[src/rtl/sipo_deser_if.sv]
// sipo_deser_if: serial input, parallel output handshake and status bundle
interface sipo_deser_if #(parameter int WIDTH = 8);
    logic                         s_in;
    logic                         s_valid;
    logic                         s_first;
    logic                         msb_first;
    logic [WIDTH-1:0]             dout;
    logic                         dout_valid;
    logic                         dout_ready;
    logic [$clog2(WIDTH+1)-1:0]   bit_cnt;
    logic                         overrun;
    logic                         sync_err;
    logic                         err_clr;
    modport master (
        output s_in, s_valid, s_first, msb_first, dout_ready, err_clr,
        input  dout, dout_valid, bit_cnt, overrun, sync_err
    );
    modport slave (
        input  s_in, s_valid, s_first, msb_first, dout_ready, err_clr,
        output dout, dout_valid, bit_cnt, overrun, sync_err
    );
endinterface

[src/rtl/sipo_deser.sv]
// sipo_deser: serial-to-parallel deserializer with word framing, backpressure and sticky errors
module sipo_deser #(
    parameter int WIDTH = 8
) (
    input  logic         clk,
    input  logic         rst_n,
    sipo_deser_if.slave  bus
);
    localparam int CW = $clog2(WIDTH+1);
    typedef enum logic {IDLE, SHIFT} state_t;
    state_t           state, state_n;
    logic [WIDTH-1:0] sr, sr_n, dout_r, dout_n;
    logic [CW-1:0]    cnt, cnt_n, cnt_inc;
    logic             msb_l, msb_n, valid_r, valid_n, ovr, ovr_n, serr, serr_n;
    logic             start, done, load;
    always_ff @(posedge clk) begin
        if (!rst_n) begin
            state   <= IDLE;
            sr      <= '0;
            cnt     <= '0;
            msb_l   <= 1'b1;
            dout_r  <= '0;
            valid_r <= 1'b0;
            ovr     <= 1'b0;
            serr    <= 1'b0;
        end else begin
            state   <= state_n;
            sr      <= sr_n;
            cnt     <= cnt_n;
            msb_l   <= msb_n;
            dout_r  <= dout_n;
            valid_r <= valid_n;
            ovr     <= ovr_n;
            serr    <= serr_n;
        end
    end
    // A word starts on any accepted bit in IDLE, or on s_first mid-word (resync)
    always_comb begin
        start   = bus.s_valid && (state == IDLE || bus.s_first);
        msb_n   = start ? bus.msb_first : msb_l;
        cnt_inc = start ? CW'(1) : cnt + CW'(1);
        done    = bus.s_valid && cnt_inc == CW'(WIDTH);
        sr_n    = !bus.s_valid ? sr :
                  msb_n ? {sr[WIDTH-2:0], bus.s_in} : {bus.s_in, sr[WIDTH-1:1]};
        cnt_n   = !bus.s_valid ? cnt : done ? '0 : cnt_inc;
        state_n = cnt_n == '0 ? IDLE : SHIFT;
        load    = done && (!valid_r || bus.dout_ready);
        dout_n  = load ? sr_n : dout_r;
        valid_n = load ? 1'b1 : (valid_r && bus.dout_ready) ? 1'b0 : valid_r;
        ovr_n   = (done && valid_r && !bus.dout_ready) || (ovr && !bus.err_clr);
        serr_n  = (bus.s_valid && state == SHIFT && bus.s_first) || (serr && !bus.err_clr);
    end
    assign bus.dout       = dout_r;
    assign bus.dout_valid = valid_r;
    assign bus.bit_cnt    = cnt;
    assign bus.overrun    = ovr;
    assign bus.sync_err   = serr;
endmodule

[src/flat_wrapper.sv]
// flat-port wrapper written by rule: the top's interface ports become plain ports
module sipo_deser_flat 
#(
    parameter int WIDTH = 8
)
  (clk, rst_n, bus_s_in, bus_s_valid, bus_s_first, bus_msb_first, bus_dout_ready, bus_err_clr, bus_dout, bus_dout_valid, bus_bit_cnt, bus_overrun, bus_sync_err);
  sipo_deser_if #(.WIDTH(WIDTH)) bus_i ();
  input  logic clk;
  input  logic rst_n;
  input wire logic [$bits(bus_i.s_in)-1:0] bus_s_in;
  input wire logic [$bits(bus_i.s_valid)-1:0] bus_s_valid;
  input wire logic [$bits(bus_i.s_first)-1:0] bus_s_first;
  input wire logic [$bits(bus_i.msb_first)-1:0] bus_msb_first;
  input wire logic [$bits(bus_i.dout_ready)-1:0] bus_dout_ready;
  input wire logic [$bits(bus_i.err_clr)-1:0] bus_err_clr;
  output wire logic [$bits(bus_i.dout)-1:0] bus_dout;
  output wire logic [$bits(bus_i.dout_valid)-1:0] bus_dout_valid;
  output wire logic [$bits(bus_i.bit_cnt)-1:0] bus_bit_cnt;
  output wire logic [$bits(bus_i.overrun)-1:0] bus_overrun;
  output wire logic [$bits(bus_i.sync_err)-1:0] bus_sync_err;
  assign bus_i.s_in = bus_s_in;
  assign bus_i.s_valid = bus_s_valid;
  assign bus_i.s_first = bus_s_first;
  assign bus_i.msb_first = bus_msb_first;
  assign bus_i.dout_ready = bus_dout_ready;
  assign bus_i.err_clr = bus_err_clr;
  assign bus_dout = bus_i.dout;
  assign bus_dout_valid = bus_i.dout_valid;
  assign bus_bit_cnt = bus_i.bit_cnt;
  assign bus_overrun = bus_i.overrun;
  assign bus_sync_err = bus_i.sync_err;
  sipo_deser #(.WIDTH(WIDTH)) u_core (.clk(clk), .rst_n(rst_n), .bus(bus_i));
endmodule
[config.mk]
export PLATFORM = sky130hd
export DESIGN_NAME = sipo_deser_flat
export DESIGN_NICKNAME = d
export VERILOG_FILES = /design/src/rtl/sipo_deser_if.sv /design/src/rtl/sipo_deser.sv /design/src/flat_wrapper.sv
export SDC_FILE = /design/constraint.sdc
export NUM_CORES = 1
export LEC_CHECK = 0
export CELL_PAD_IN_SITES_DETAIL_PLACEMENT = 1
export CELL_PAD_IN_SITES_GLOBAL_PLACEMENT = 2
export CORE_MARGIN = 5
export CORE_UTILIZATION = 31
export CTS_CLUSTER_SIZE = 8
export DETAILED_ROUTE_END_ITERATION = 16
export GPL_TIMING_DRIVEN = 1
export PLACE_DENSITY_LB_ADDON = 0.1
export SLEW_MARGIN = 0
export SYNTH_ARGS = -nofsm -noshare
export SYNTH_HDL_FRONTEND = slang
export SYNTH_SLANG_ARGS = --single-unit
[constraint.sdc]
create_clock -name clk -period 4 [get_ports clk]
set_clock_uncertainty 0.2 [all_clocks]
set_input_delay 0.8 -clock clk [delete_from_list [all_inputs] [get_ports clk]]
set_output_delay 0.8 -clock clk [all_outputs]
set_load 0.005 [all_outputs]
Yosys cells after proc, flatten, opt, wreduce, memory -nomap -nowiden
Cells that the tools add are included.
Widths: inputs -> output; s select.
{"block": "totals", "register_bits": 25, "elab_cells": 39}
{"block": "op_classes", "n_addsub": 1, "eq_ne": 1, "muxes": 9, "bitwise": 1, "n_reduce_logical": 19}
{"op": "$mux 8", "n": 2}
{"op": "$mux 4", "n": 3}
{"op": "$logic_and 1x1->1", "n": 10}
{"op": "$add 4x1->4 const B", "n": 1}
{"op": "$eq 4x4->1 const B", "n": 1}
{"op": "$logic_not 4->1", "n": 1}
{"op": "$logic_or 1x1->1", "n": 4}
{"op": "$mux 1", "n": 4}
{"op": "$logic_not 1->1", "n": 3}
{"op": "$reduce_bool 2->1", "n": 1}
{"op": "$not 1->1", "n": 1}

Logic depth before layout (Yosys ltp)
{"block": "depth", "word_depth": 10, "mapped_depth": 6, "ltp_nobuf": 5}

Worst setup path before layout
No wires, ideal clock.
{"block": "synth_path", "path_type": "input port to flip-flop", "startpoint": "input bus_s_valid", "endpoint": "register u_core.dout_r[0] (netlist: u_core.bus.dout[0])", "setup_time_ns": 0.075, "t_arrival_ns": 1.930, "required_time_ns": 3.725, "path_slack_ns": 1.794, "path_stages": 6, "path_buffers": 2, "cell_sequence": "buf_4 > and3b_4 > nand3_2 > or4_1 > buf_2 > o22ai_1"}
{"block": "synth_via", "elab_chain_cells": 5, "word_cells_on_any_way": 8, "classes_between": "1 x eq/ne; 4 x mux; 3 x reduce/logical"}
{"element": "from (decl)", "line_no": "flat_wrapper.sv:11", "rtl": "input wire logic [$bits(bus_i.s_valid)-1:0] bus_s_valid;"}
{"element": "$logic_and 1x1->1", "line_no": "sipo_deser.sv:39", "rtl": "start = bus.s_valid && (state == IDLE || bus.s_first);"}
{"element": "$mux 4", "line_no": "sipo_deser.sv:41", "rtl": "cnt_inc = start ? CW'(1) : cnt + CW'(1);"}
{"element": "$eq 4x4->1", "line_no": "sipo_deser.sv:42", "rtl": "done = bus.s_valid && cnt_inc == CW'(WIDTH);"}
{"element": "$logic_and 1x1->1", "line_no": "sipo_deser.sv:42"}
{"element": "$logic_and 1x1->1", "line_no": "sipo_deser.sv:47", "rtl": "load = done && (!valid_r || bus.dout_ready);"}
{"element": "to (signal assigned)", "line_no": "sipo_deser.sv:31", "rtl": "dout_r <= dout_n;"}
{"element": "to (decl)", "line_no": "sipo_deser.sv:12", "rtl": "logic [WIDTH-1:0] sr, sr_n, dout_r, dout_n;"}
Parallel ways exist; a longest one is shown, timed or not.
A chain may end at the register's enable or synchronous reset.

==> summary.md <==
| Metric | Value |
|---|---|
| H-tree depth | `1` |
| CTS tree | `built` |
| Initial antenna violation count | `0` |
| Ys flop type | `dfxtp_1` |
| DRT iter0 DRCs | `35` |
| Clk buf depth | `2` |
| First-pass GRT wire length | `5190 µm` |
| Design Power | `441 µW` |
| FF+latch count, synth | `25` |
| Yosys cell types | `33` |
| Max-slew violations | `0` |
| Worst slack, placed | `817 ps` |
| Gr usage total | `13.0%` |
| # fillers | `422` |
| Yosys Warn Count | `0` |
| DRC Markers | `0` |
| Via count | `1013` |
| Clk pwr share | `27.6%` |
| DRT Pass-1 Iters | `4` |
| Crit Path Category | `input port to flip-flop` |
| IO Pins | `23` |
| Fraction of the mapped netlist area in adder cells | `1.12%` |
| Combinational cell fraction of total power | `12.6%` |
| Minimum clock period | `2810 ps` |
| Hold_ws | `279 ps` |
| Wirelength per Cell | `15.3 µm` |
| Compound-Gate Fraction of Synth Area | `27.6%` |
| Flop pwr share | `59.8%` |
| Post-cts sizing count | `0` |
| Status | `finished clean` |
| Relative slew margins | `45.7%` |
| Antenna-violating nets left | `0` |
| R2R depth | `5` |
| Core ar. | `3420 µm²` |
| Final Setup Violations | `0` |
| Synth area leader | `dfxtp_1` |
| Switching share of power | `27.7%` |
| Hold Fails Final Rpt | `0` |
| Post-synthesis mux area share | `0%` |
| Clock sinks | `25` |
| Synth Instances | `129` |
| Dpl cell area | `1370 µm²` |
| Syn nets | `138` |
| Number of cell rows | `21` |
| Hpwl dp | `2270 µm` |
| Synth area leaders | `dfxtp_1 (45%), a211oi_1 (15%), o22ai_1 (4.5%), nand2_1 (4.0%), inv_1 (3.0%)` |
| Total grt overflow | `0` |
| CP Max Fanout | `14` |
| CTS Buf Count | `3` |
| Critical Path End Type | `flip-flop` |
| Reg clk slew, reported paths | `160 ps` |
| Setup crit start kind | `input port` |
| Syn avg cell area | `8.69 µm²` |
| Max incr delay on CP | `750 ps` |
| GP Congestion | `0.756` |
| Hold depth | `2` |
| Post-Syn Area | `1120 µm²` |
| Xor/xnor cell area share of the yosys netlist | `2.34%` |
| NetSw | `122 µW` |
| CTS root buf | `clkbuf_4` |
| RSZ-0062 raised after global routing | `false` |
| Initial Utilization | `32.8%` |
| Seq/Total Area, Yosys | `44.6%` |
| CP arrival | `2880 ps` |
| Cell Chain, Critical Path | `clkdlybuf4s50_1 -> inv_1 -> or4_1 -> o22ai_1` |
| Pwr/cell area | `314 nW/µm²` |
| Design area | `1400 µm²` |
| Int Power | `319 µW` |
| Post-synth EDFFs | `0` |
| Simple-Gate Fraction of Synth Area | `17.9%` |
| # diodes | `0` |
| Crit-path slowest cell | `clkdlybuf4s50_1` |
| Clock Latency Late Sink | `340 ps` |
| Max IR drop VDD | `0.118 mV` |
| Die H | `70.1 µm` |
| Largest net degree at the start of global routing | `18` |
| Worst setup margin | `1190 ps` |
| Pleak | `0.475 nW` |
| Ys async rst share | `0%` |
| HP Class | `flip-flop to flip-flop` |
| Die W | `70.1 µm` |
| I/O Buffers | `22` |
| Post-CTS Setup Repair Bufs | `0` |
| Die area | `4920 µm²` |
| Worst slew pin tran | `808 ps` |
| Syn-to-layout area delta | `25.0%` |
| Largest family of logic cells by synthesized area | `compound AO/OA/AOI/OAI gates` |
| Vias per cell | `5.22` |
| Vias in the first global route | `1074` |
| Fmax | `356 MHz` |
| Max-Cap Viols | `0` |
| Synth top cells by count | `dfxtp_1 (25), a211oi_1 (23), nand2_1 (12)` |
| Worst endpoint required time | `4070 ps` |
| Hold-fix buffers, CTS | `0` |
| Setup TNS Final | `0 ps` |
| Count leader, synth | `dfxtp_1` |
| Share of layout cells above drive strength 1 | `4.73%` |
| Period utilisation layout | `70.3%` |
| Layout Nets | `158` |
| Routed wire length | `2970 µm` |
| Yosys top cell area share | `44.6%` |
## per-stage QoR
step	cells	util, %
2_1_floorplan	129	-
3_3_place_gp	190	40.1
3_5_place_dp	190	40.1
4_1_cts	194	41.0
5_1_grt	194	41.0
6_report	194	41.0
## final timing paths
check                        startpoint                  to  slack (ps)
setup reg to reg  u_core.bus.bit_cnt[0]  u_core.bus.dout[6]        1760
hold reg to reg      u_core.bus.dout[7]  u_core.bus.dout[7]         280
hold / removal       u_core.bus.dout[7]  u_core.bus.dout[7]         280
setup / recovery                  rst_n  u_core.bus.dout[0]        1190
## sequential cells by signal (all words and copies together), names as in the netlist
register / count
u_core.bus.sync_err: 1
u_core.state: 1
u_core.bus.bit_cnt: 4
u_core.msb_l: 1
u_core.sr: 8
u_core.bus.dout: 8
u_core.bus.dout_valid: 1
u_core.bus.overrun: 1
## power groups by stage
stage | Clock, mW | Sequential, mW | Combinational, mW
after floorplan | 0 | 0.267 | 0.0354
after global placement | 0 | 0.269 | 0.0550
after detailed placement | 0 | 0.269 | 0.0553
after CTS | 0.125 | 0.263 | 0.0557
after global routing | 0.135 | 0.265 | 0.0617
final | 0.122 | 0.263 | 0.0556
## layout by cell type (no fill, tap or decap)
master            n
a211oi_1         23
o22ai_1           8
xor2_1            1
o21ai_0           1
nand2b_1          3
xnor2_1           2
nand3_1           5
nand3_2           1
inv_1             9
and3b_1           1
clkinv_1          1
or4_1             1
and3b_4           1
and2_1            2
a22o_1            1
and3_1            1
o41ai_1           1
o21a_1            1
a21boi_0          1
ha_1              1
nor3_1            3
buf_4             1
a21oi_1           5
nand2_1          12
nor2_1            5
clkbuf_4          3
dfxtp_1          25
nor3b_1           1
nor2b_1           2
clkinvlp_4        1
a41oi_1           1
a21o_1            1
clkdlybuf4s50_1  22
o31ai_1           1
## critical path: cells and delay by family
| family | cells | cell delay [ps] |
|---|---|---|
| AO/OA/AOI/OAI | 1 | 220 |
| buffers and inverters | 2 | 1100 |
| AND/OR/NAND/NOR | 1 | 750 |
## routing by layer
layer | track usage (%) | share of wire [%] | vias to the layer above
met5 | 0 | 0 | -
met4 | 3.83 | 1.2 | 0
met3 | 2.87 | 3.2 | 4
met2 | 19.6 | 44 | 15
met1 | 18.4 | 52 | 488
li1 | - | - | 506
## cell families after synthesis
kind of cell / count (synthesis)
compound gates: 44
fa+ha+maj: 1
simple gates: 38
buf+inv: 18
xor+xnor: 3
flops: 25
## area by class of cell
type | count | area, µm² | share of cell area, %
timing repair buffer | 23 | 228 | 16.3
clock buffer | 3 | 22.5 | 1.61
sequential | 25 | 500 | 35.7
inverter | 10 | 37.5 | 2.68
multi-input combinational | 86 | 548 | 39.1
tap | 46 | 57.6 | 4.11
clock inverter | 1 | 7.51 | 0.536
(Power assumes the default switching activity.)
